## config.mk

```make
export PLATFORM = sky130hd
export DESIGN_NAME = ps2_key_decoder
export DESIGN_NICKNAME = d
export VERILOG_FILES = /design/src/rtl/ps2_key_decoder.sv
export SDC_FILE = /design/constraint.sdc
export NUM_CORES = 1
export LEC_CHECK = 0
export ABC_AREA = 0
export BUFFER_PORTS_ARGS = -buffer_cell sky130_fd_sc_hd__buf_2
export CORE_ASPECT_RATIO = 0.5
export CORE_UTILIZATION = 59
export DETAILED_ROUTE_END_ITERATION = 12
export GPL_TIMING_DRIVEN = 0
export PLACE_DENSITY = 0.9
export SLEW_MARGIN = 20
export SYNTH_ARGS = -nofsm -noshare
export SYNTH_HDL_FRONTEND = slang
export SYNTH_SLANG_ARGS = --single-unit
```

## constraint.sdc

```tcl
create_clock -name Clock -period 5 [get_ports Clock]
set_clock_uncertainty 0.15 [all_clocks]
set_input_delay 0.25 -clock Clock [delete_from_list [all_inputs] [get_ports Clock]]
set_output_delay 0.25 -clock Clock [all_outputs]
set_load 0.02 [all_outputs]
```

## src/rtl/ps2_key_decoder.sv

```systemverilog
// PS/2 Set-2 scan byte decoder for the dinosaur game.
// Turns make / break / E0-extended sequences into held-key levels and
// single-cycle action pulses; typematic repeats never re-pulse.
// Handshake: byte_valid is a one-cycle strobe with no back-pressure; the
// matching byte_in is valid in the following cycle, and one byte can be
// accepted every cycle.
module ps2_key_decoder #(
    parameter int TIMEOUT_CYCLES = 2_500_000,
    parameter int CNT_W          = 22
) (
    input  logic       Clock,
    input  logic       reset,
    input  logic       byte_valid,
    input  logic [7:0] byte_in,
    output logic       jump_held,
    output logic       duck_held,
    output logic       start_held,
    output logic       jump_pulse,
    output logic       duck_pulse,
    output logic       start_pulse,
    output logic       pause_pulse,
    output logic [7:0] last_code,
    output logic       last_ext,
    output logic       last_break,
    output logic       timeout_pulse,
    output logic [1:0] state_dbg
);

    typedef enum logic [1:0] {IDLE, EXT, BRK, EXTBRK} state_t;

    // Bit positions inside the key vector.
    localparam int K_SPACE = 0;
    localparam int K_W     = 1;
    localparam int K_S     = 2;
    localparam int K_ENTER = 3;
    localparam int K_ESC   = 4;
    localparam int K_UP    = 5;
    localparam int K_DOWN  = 6;

    localparam logic [CNT_W-1:0] TMO_LAST = CNT_W'(TIMEOUT_CYCLES - 1);

    state_t           state_q, state_d;
    logic [CNT_W-1:0] cnt_q, cnt_d;
    logic             v_q, v_d;
    logic [6:0]       keys_q, keys_d;
    logic             jump_pulse_q, jump_pulse_d;
    logic             duck_pulse_q, duck_pulse_d;
    logic             start_pulse_q, start_pulse_d;
    logic             pause_pulse_q, pause_pulse_d;
    logic             timeout_q, timeout_d;
    logic [7:0]       last_code_q, last_code_d;
    logic             last_ext_q, last_ext_d;
    logic             last_break_q, last_break_d;

    // Decode helpers for the byte being processed this cycle.
    logic       done;
    logic       seq_ext;
    logic       seq_brk;
    logic [6:0] key_sel;
    logic       jump_old, jump_new, duck_old, duck_new;

    // Sequence FSM, timeout counter, key bits and pulse generation.
    always_comb begin
        state_d       = state_q;
        cnt_d         = cnt_q;
        v_d           = byte_valid;
        keys_d        = keys_q;
        last_code_d   = last_code_q;
        last_ext_d    = last_ext_q;
        last_break_d  = last_break_q;
        timeout_d     = 1'b0;
        done          = 1'b0;
        seq_ext       = 1'b0;
        seq_brk       = 1'b0;
        key_sel       = '0;

        if (v_q) begin
            // Any processed byte restarts the prefix timer.
            cnt_d = '0;
            case (state_q)
                IDLE: begin
                    if (byte_in == 8'hE0) begin
                        state_d = EXT;
                    end else if (byte_in == 8'hF0) begin
                        state_d = BRK;
                    end else if (!(byte_in inside {8'hE1, 8'h00, 8'hAA, 8'hFA, 8'hFE, 8'hFF})) begin
                        done = 1'b1;
                    end
                end
                EXT: begin
                    if (byte_in == 8'hF0) begin
                        state_d = EXTBRK;
                    end else if (byte_in != 8'hE0) begin
                        done    = 1'b1;
                        seq_ext = 1'b1;
                        state_d = IDLE;
                    end
                end
                BRK: begin
                    done    = 1'b1;
                    seq_brk = 1'b1;
                    state_d = IDLE;
                end
                default: begin
                    done    = 1'b1;
                    seq_ext = 1'b1;
                    seq_brk = 1'b1;
                    state_d = IDLE;
                end
            endcase
        end else if (state_q != IDLE) begin
            // A stale prefix is dropped; key bits are left untouched.
            if (cnt_q == TMO_LAST) begin
                state_d   = IDLE;
                cnt_d     = '0;
                timeout_d = 1'b1;
            end else begin
                cnt_d = cnt_q + CNT_W'(1);
            end
        end else begin
            cnt_d = '0;
        end

        if (done) begin
            last_code_d  = byte_in;
            last_ext_d   = seq_ext;
            last_break_d = seq_brk;
            case ({seq_ext, byte_in})
                {1'b0, 8'h29}: key_sel[K_SPACE] = 1'b1;
                {1'b0, 8'h1D}: key_sel[K_W]     = 1'b1;
                {1'b0, 8'h1B}: key_sel[K_S]     = 1'b1;
                {1'b0, 8'h5A}: key_sel[K_ENTER] = 1'b1;
                {1'b0, 8'h76}: key_sel[K_ESC]   = 1'b1;
                {1'b1, 8'h75}: key_sel[K_UP]    = 1'b1;
                {1'b1, 8'h72}: key_sel[K_DOWN]  = 1'b1;
                default:       key_sel          = '0;
            endcase
            keys_d = seq_brk ? (keys_q & ~key_sel) : (keys_q | key_sel);
        end

        // Pulses fire on the aggregate level rising, so repeats and a second
        // key of the same action stay silent.
        jump_old      = keys_q[K_SPACE] | keys_q[K_W] | keys_q[K_UP];
        jump_new      = keys_d[K_SPACE] | keys_d[K_W] | keys_d[K_UP];
        duck_old      = keys_q[K_S] | keys_q[K_DOWN];
        duck_new      = keys_d[K_S] | keys_d[K_DOWN];
        jump_pulse_d  = jump_new & ~jump_old;
        duck_pulse_d  = duck_new & ~duck_old;
        start_pulse_d = keys_d[K_ENTER] & ~keys_q[K_ENTER];
        pause_pulse_d = keys_d[K_ESC] & ~keys_q[K_ESC];
    end

    // State registers with synchronous active-low reset.
    always_ff @(posedge Clock) begin
        if (!reset) begin
            state_q       <= IDLE;
            cnt_q         <= '0;
            v_q           <= 1'b0;
            keys_q        <= '0;
            jump_pulse_q  <= 1'b0;
            duck_pulse_q  <= 1'b0;
            start_pulse_q <= 1'b0;
            pause_pulse_q <= 1'b0;
            timeout_q     <= 1'b0;
            last_code_q   <= '0;
            last_ext_q    <= 1'b0;
            last_break_q  <= 1'b0;
        end else begin
            state_q       <= state_d;
            cnt_q         <= cnt_d;
            v_q           <= v_d;
            keys_q        <= keys_d;
            jump_pulse_q  <= jump_pulse_d;
            duck_pulse_q  <= duck_pulse_d;
            start_pulse_q <= start_pulse_d;
            pause_pulse_q <= pause_pulse_d;
            timeout_q     <= timeout_d;
            last_code_q   <= last_code_d;
            last_ext_q    <= last_ext_d;
            last_break_q  <= last_break_d;
        end
    end

    assign jump_held     = keys_q[K_SPACE] | keys_q[K_W] | keys_q[K_UP];
    assign duck_held     = keys_q[K_S] | keys_q[K_DOWN];
    assign start_held    = keys_q[K_ENTER];
    assign jump_pulse    = jump_pulse_q;
    assign duck_pulse    = duck_pulse_q;
    assign start_pulse   = start_pulse_q;
    assign pause_pulse   = pause_pulse_q;
    assign timeout_pulse = timeout_q;
    assign last_code     = last_code_q;
    assign last_ext      = last_ext_q;
    assign last_break    = last_break_q;
    assign state_dbg     = state_q;

endmodule

```

==> impl_metrics.py <==
metrics = {
    "outcome": {
        "status": "complete, no violations",
    },
    "critical_path": {
        "worstSetupPathType": "reg2reg",
        "critical_path_arrival_ns": 2.25,
        "start_kind": "flop",
        "crit_fanout": 4,
        "rr_worst_depth": 6,
        "r2r-start": "cnt_q[0]",
        "worst_setup_path_end_kind": "flop",
        "rr_endpoint": "cnt_q[16]",
        "crit_required_ns": 5.06,
        "r2r_setup_slack_ns": 2.80,
    },
    "drt": {
        "met1_length_um": 1980,
        "route.detailed.wl_per_inst_um": 13.5,
        "highest_layer": "met4",
        "wl_met2_um": 2110,
        "vias_per_cell": 5.61,
        "drt-total-wl_um": 4440,
        "first_iter_violations": 69,
        "detail-route-antenna-nets": 0,
        "wl_met3_um": 263,
        "drc": 0,
        "vias": 1839,
        "drt_first_pass_iters": 4,
    },
    "min_path": {
        "hold_end": "last_code[1]",
        "holdCritPathClass": "in2reg",
        "hp-start": "byte_in[1]",
        "min_delay_path_depth": 3,
    },
    "global_route": {
        "grt_pass1_vias": 1592,
        "antenna_found_initial": 0,
        "grt_usage_pct": 24.9,
        "grt_overflow": 0,
        "grt_pass1_wl_um": 7260,
        "grt_max_degree": 14,
    },
    "die": {
        "num_rows": 15,
        "die_y_um": 44.7,
        "coreArea_um2": 3450,
        "die_area_um2": 3910,
        "num_io_pins": 31,
        "initial_core_util_pct": 62.4,
        "die_x_um": 87.4,
    },
    "clocking": {
        "postCtsSetupRepairBufs": 0,
        "cts_tree": "done",
        "cts_buffer_depth": 2,
        "clockRootBuffer": "clkbuf_8",
        "cts_buffers": 5,
        "htree_levels": 2,
        "clk_pin_slew_ns": 0.09,
        "clock-sinks": 47,
        "clock_latency_ns": 0.31,
    },
    "cells_and_area": {
        "layoutNonFillerInstCount": 328,
        "drive_gt1_share_pct": 17.3,
        "n_antenna_cell": 0,
        "final_nets": 288,
        "area_growth_pct": 14.1,
        "fill_cells": 259,
        "final_util_pct": 71.2,
    },
    "timing": {
        "slew_headroom_pct": 50.8,
        "finalWorstSetupSlack_ns": 2.80,
        "fmax_mhz": 455,
        "setup_tns_ns": 0,
        "finalSetupViolCount": 0,
        "worst_pin_slew_ns": 0.731,
        "rsz0062_at_grt": "no",
        "slew_viol_final": 0,
        "finalCritPeriodShare_pct": 43.9,
        "period_minus_slack_ns": 2.20,
        "finalHoldViolations": 0,
    },
    "placement": {
        "place_ws_ns": 2.87,
        "hpwl_um": 3060,
        "gp_congestion": 0.861,
        "port_buffers": 26,
        "placed_cells": 319,
    },
    "logic_synthesis": {
        "synth_async_sr_flop_share_pct": 0,
        "synth-seq-cells": 47,
        "yosys_warnings": 0,
        "synth_ff_type": "dfxtp_1",
        "synth_area_um2": 2150,
        "synthDistinctLibCells": 46,
        "yosysSeqAreaShare_pct": 43.7,
        "syn_nets": 254,
        "synthesis.instances": 242,
        "syn_avg_cell_area_um2": 8.90,
        "synth_edf_count": 0,
    },
    "power_and_ir_drop": {
        "pwr-share-clk_pct": 37.6,
        "cellPowerDensity_nw_per_um2": 276,
        "switchingPower_uw": 158,
        "power.leakage_nw": 0.968,
        "total_power_uw": 679,
        "p_int_uw": 521,
        "max-vdd-ir-drop_v": 0.000216,
        "switching_share_pct": 23.3,
        "comb_power_share_pct": 6.5,
        "p_seq_share_pct": 55.9,
    },
    "job": {
        "drv_cap": 0,
    },
}
[cell families (layout without fill, tap and decap cells)]
| group | Yosys count | after routing | synth area share [%] |
|---|---|---|---|
| muxes | 14 | 14 | 6.62 |
| and+or+nand+nor | 128 | 128 | 31.9 |
| adders and majority gates | 1 | 1 | 0.581 |
| DFF | 47 | 47 | 43.7 |
| AOI/OAI and AO/OA | 14 | 14 | 4.59 |
| xor gates and xnor gates | 21 | 21 | 8.54 |
| buffers and inverters | 17 | 52 | 4.07 |
[synth_stat cells, types with 2 or more instances]
cell,instances,area share (%)
o21ai_1,2,0.46
nand4_1,11,3.2
buf_2,4,0.93
nand3b_1,3,1.0
mux2i_1,12,5.6
and2_1,4,1.2
nand3_1,12,2.8
and4_1,2,0.81
xor2_1,16,6.5
nor4_1,2,0.58
nor4b_1,3,1.2
nand2_1,33,5.8
clkbuf_1,5,0.87
buf_6,2,1.0
inv_1,5,0.87
dfxtp_1,47,44
nor2_1,29,5.1
nor3_1,6,1.4
o22ai_1,2,0.58
or4_1,2,0.70
and3_1,4,1.2
and4b_1,3,1.4
xnor2_1,5,2.0
mux2_2,2,1.0
nor2b_1,4,1.2
nand4b_1,2,0.81
[layer usage]
metal | GRT usage [%] | up-vias
li1 | - | 911
met1 | 30.1 | 860
met2 | 40.5 | 55
met3 | 10.2 | 13
met4 | 10.2 | 0
met5 | 0 | -
[critical path, stage by stage, from the launching register on]
cell and delay [ns]:
dfxtp_1 0.38, ha_1 0.23, nand4_1 0.22, nor4_1 0.71, nand4_1 0.19, xor2_1 0.17
nor2_1 0.05
[power groups by stage]
| stage | combinational (mW) | clock [mW] | sequential (mW) |
|---|---|---|---|
| floorplan | 0.0246 | 0 | 0.393 |
| global placement | 0.0417 | 0 | 0.388 |
| detailed placement | 0.0426 | 0 | 0.388 |
| CTS | 0.0440 | 0.255 | 0.379 |
| global route | 0.0481 | 0.274 | 0.380 |
| finish | 0.0443 | 0.255 | 0.379 |
[cell usage in the layout (no fill, tap or decap), drive strengths merged, types with 7 or more instances in the layout]
cell / n
buf: 33
clkbuf: 13
dfxtp: 47
mux2i: 12
nand2: 33
nand3: 12
nand4: 11
nor2: 29
nor3: 7
xor2: 16
[stage by stage]
| step | area [um^2] | hold slack [ns] |
|---|---|---|
| after CTS | 2460 | 0.0510 |
| after detailed placement | 2350 | 0.268 |
| after floorplan | 2150 | 0.227 |
| after global placement | 2350 | 0.259 |
| after global routing | 2460 | 0.0668 |
| final | 2460 | 0.0540 |
[repair_timing]
action                    CTS  global route
gates resized for setup     0             0
hold endpoints to repair    1             0
hold buffers                1             0
[flip-flops by register name, summed over array words and instances (netlist names)]
name           flops
start_pulse        1
cnt_q             22
last_break         1
pause_pulse        1
jump_pulse         1
timeout_pulse      1
state_dbg          2
keys_q             7
v_q                1
last_code          8
duck_pulse         1
last_ext           1
[worst max-delay path by stage]
stage                 start           end  slack (ns)  cells after the start
6_report           cnt_q[0]     cnt_q[16]        2.80                      6
5_1_grt            cnt_q[0]     cnt_q[16]        2.68                      6
4_1_cts            cnt_q[0]     cnt_q[16]        2.79                      6
3_5_place_dp       cnt_q[0]     cnt_q[16]        2.87                      6
3_3_place_gp       cnt_q[0]     cnt_q[16]        2.87                      6
2_1_floorplan  state_dbg[0]  last_code[0]        3.14                      7
[final cells by class]
| class | count | area, um^2 | share of cell area, % |
|---|---|---|---|
| Multi-Input combinational cell | 178 | 1120 | 45.8 |
| Tap cell | 51 | 63.8 | 2.60 |
| Inverter | 5 | 18.8 | 0.764 |
| Clock buffer | 8 | 100 | 4.07 |
| Buffer | 12 | 68.8 | 2.80 |
| Sequential cell | 47 | 941 | 38.3 |
| Timing Repair Buffer | 27 | 140 | 5.70 |
Power figures use the tool's default switching activity.
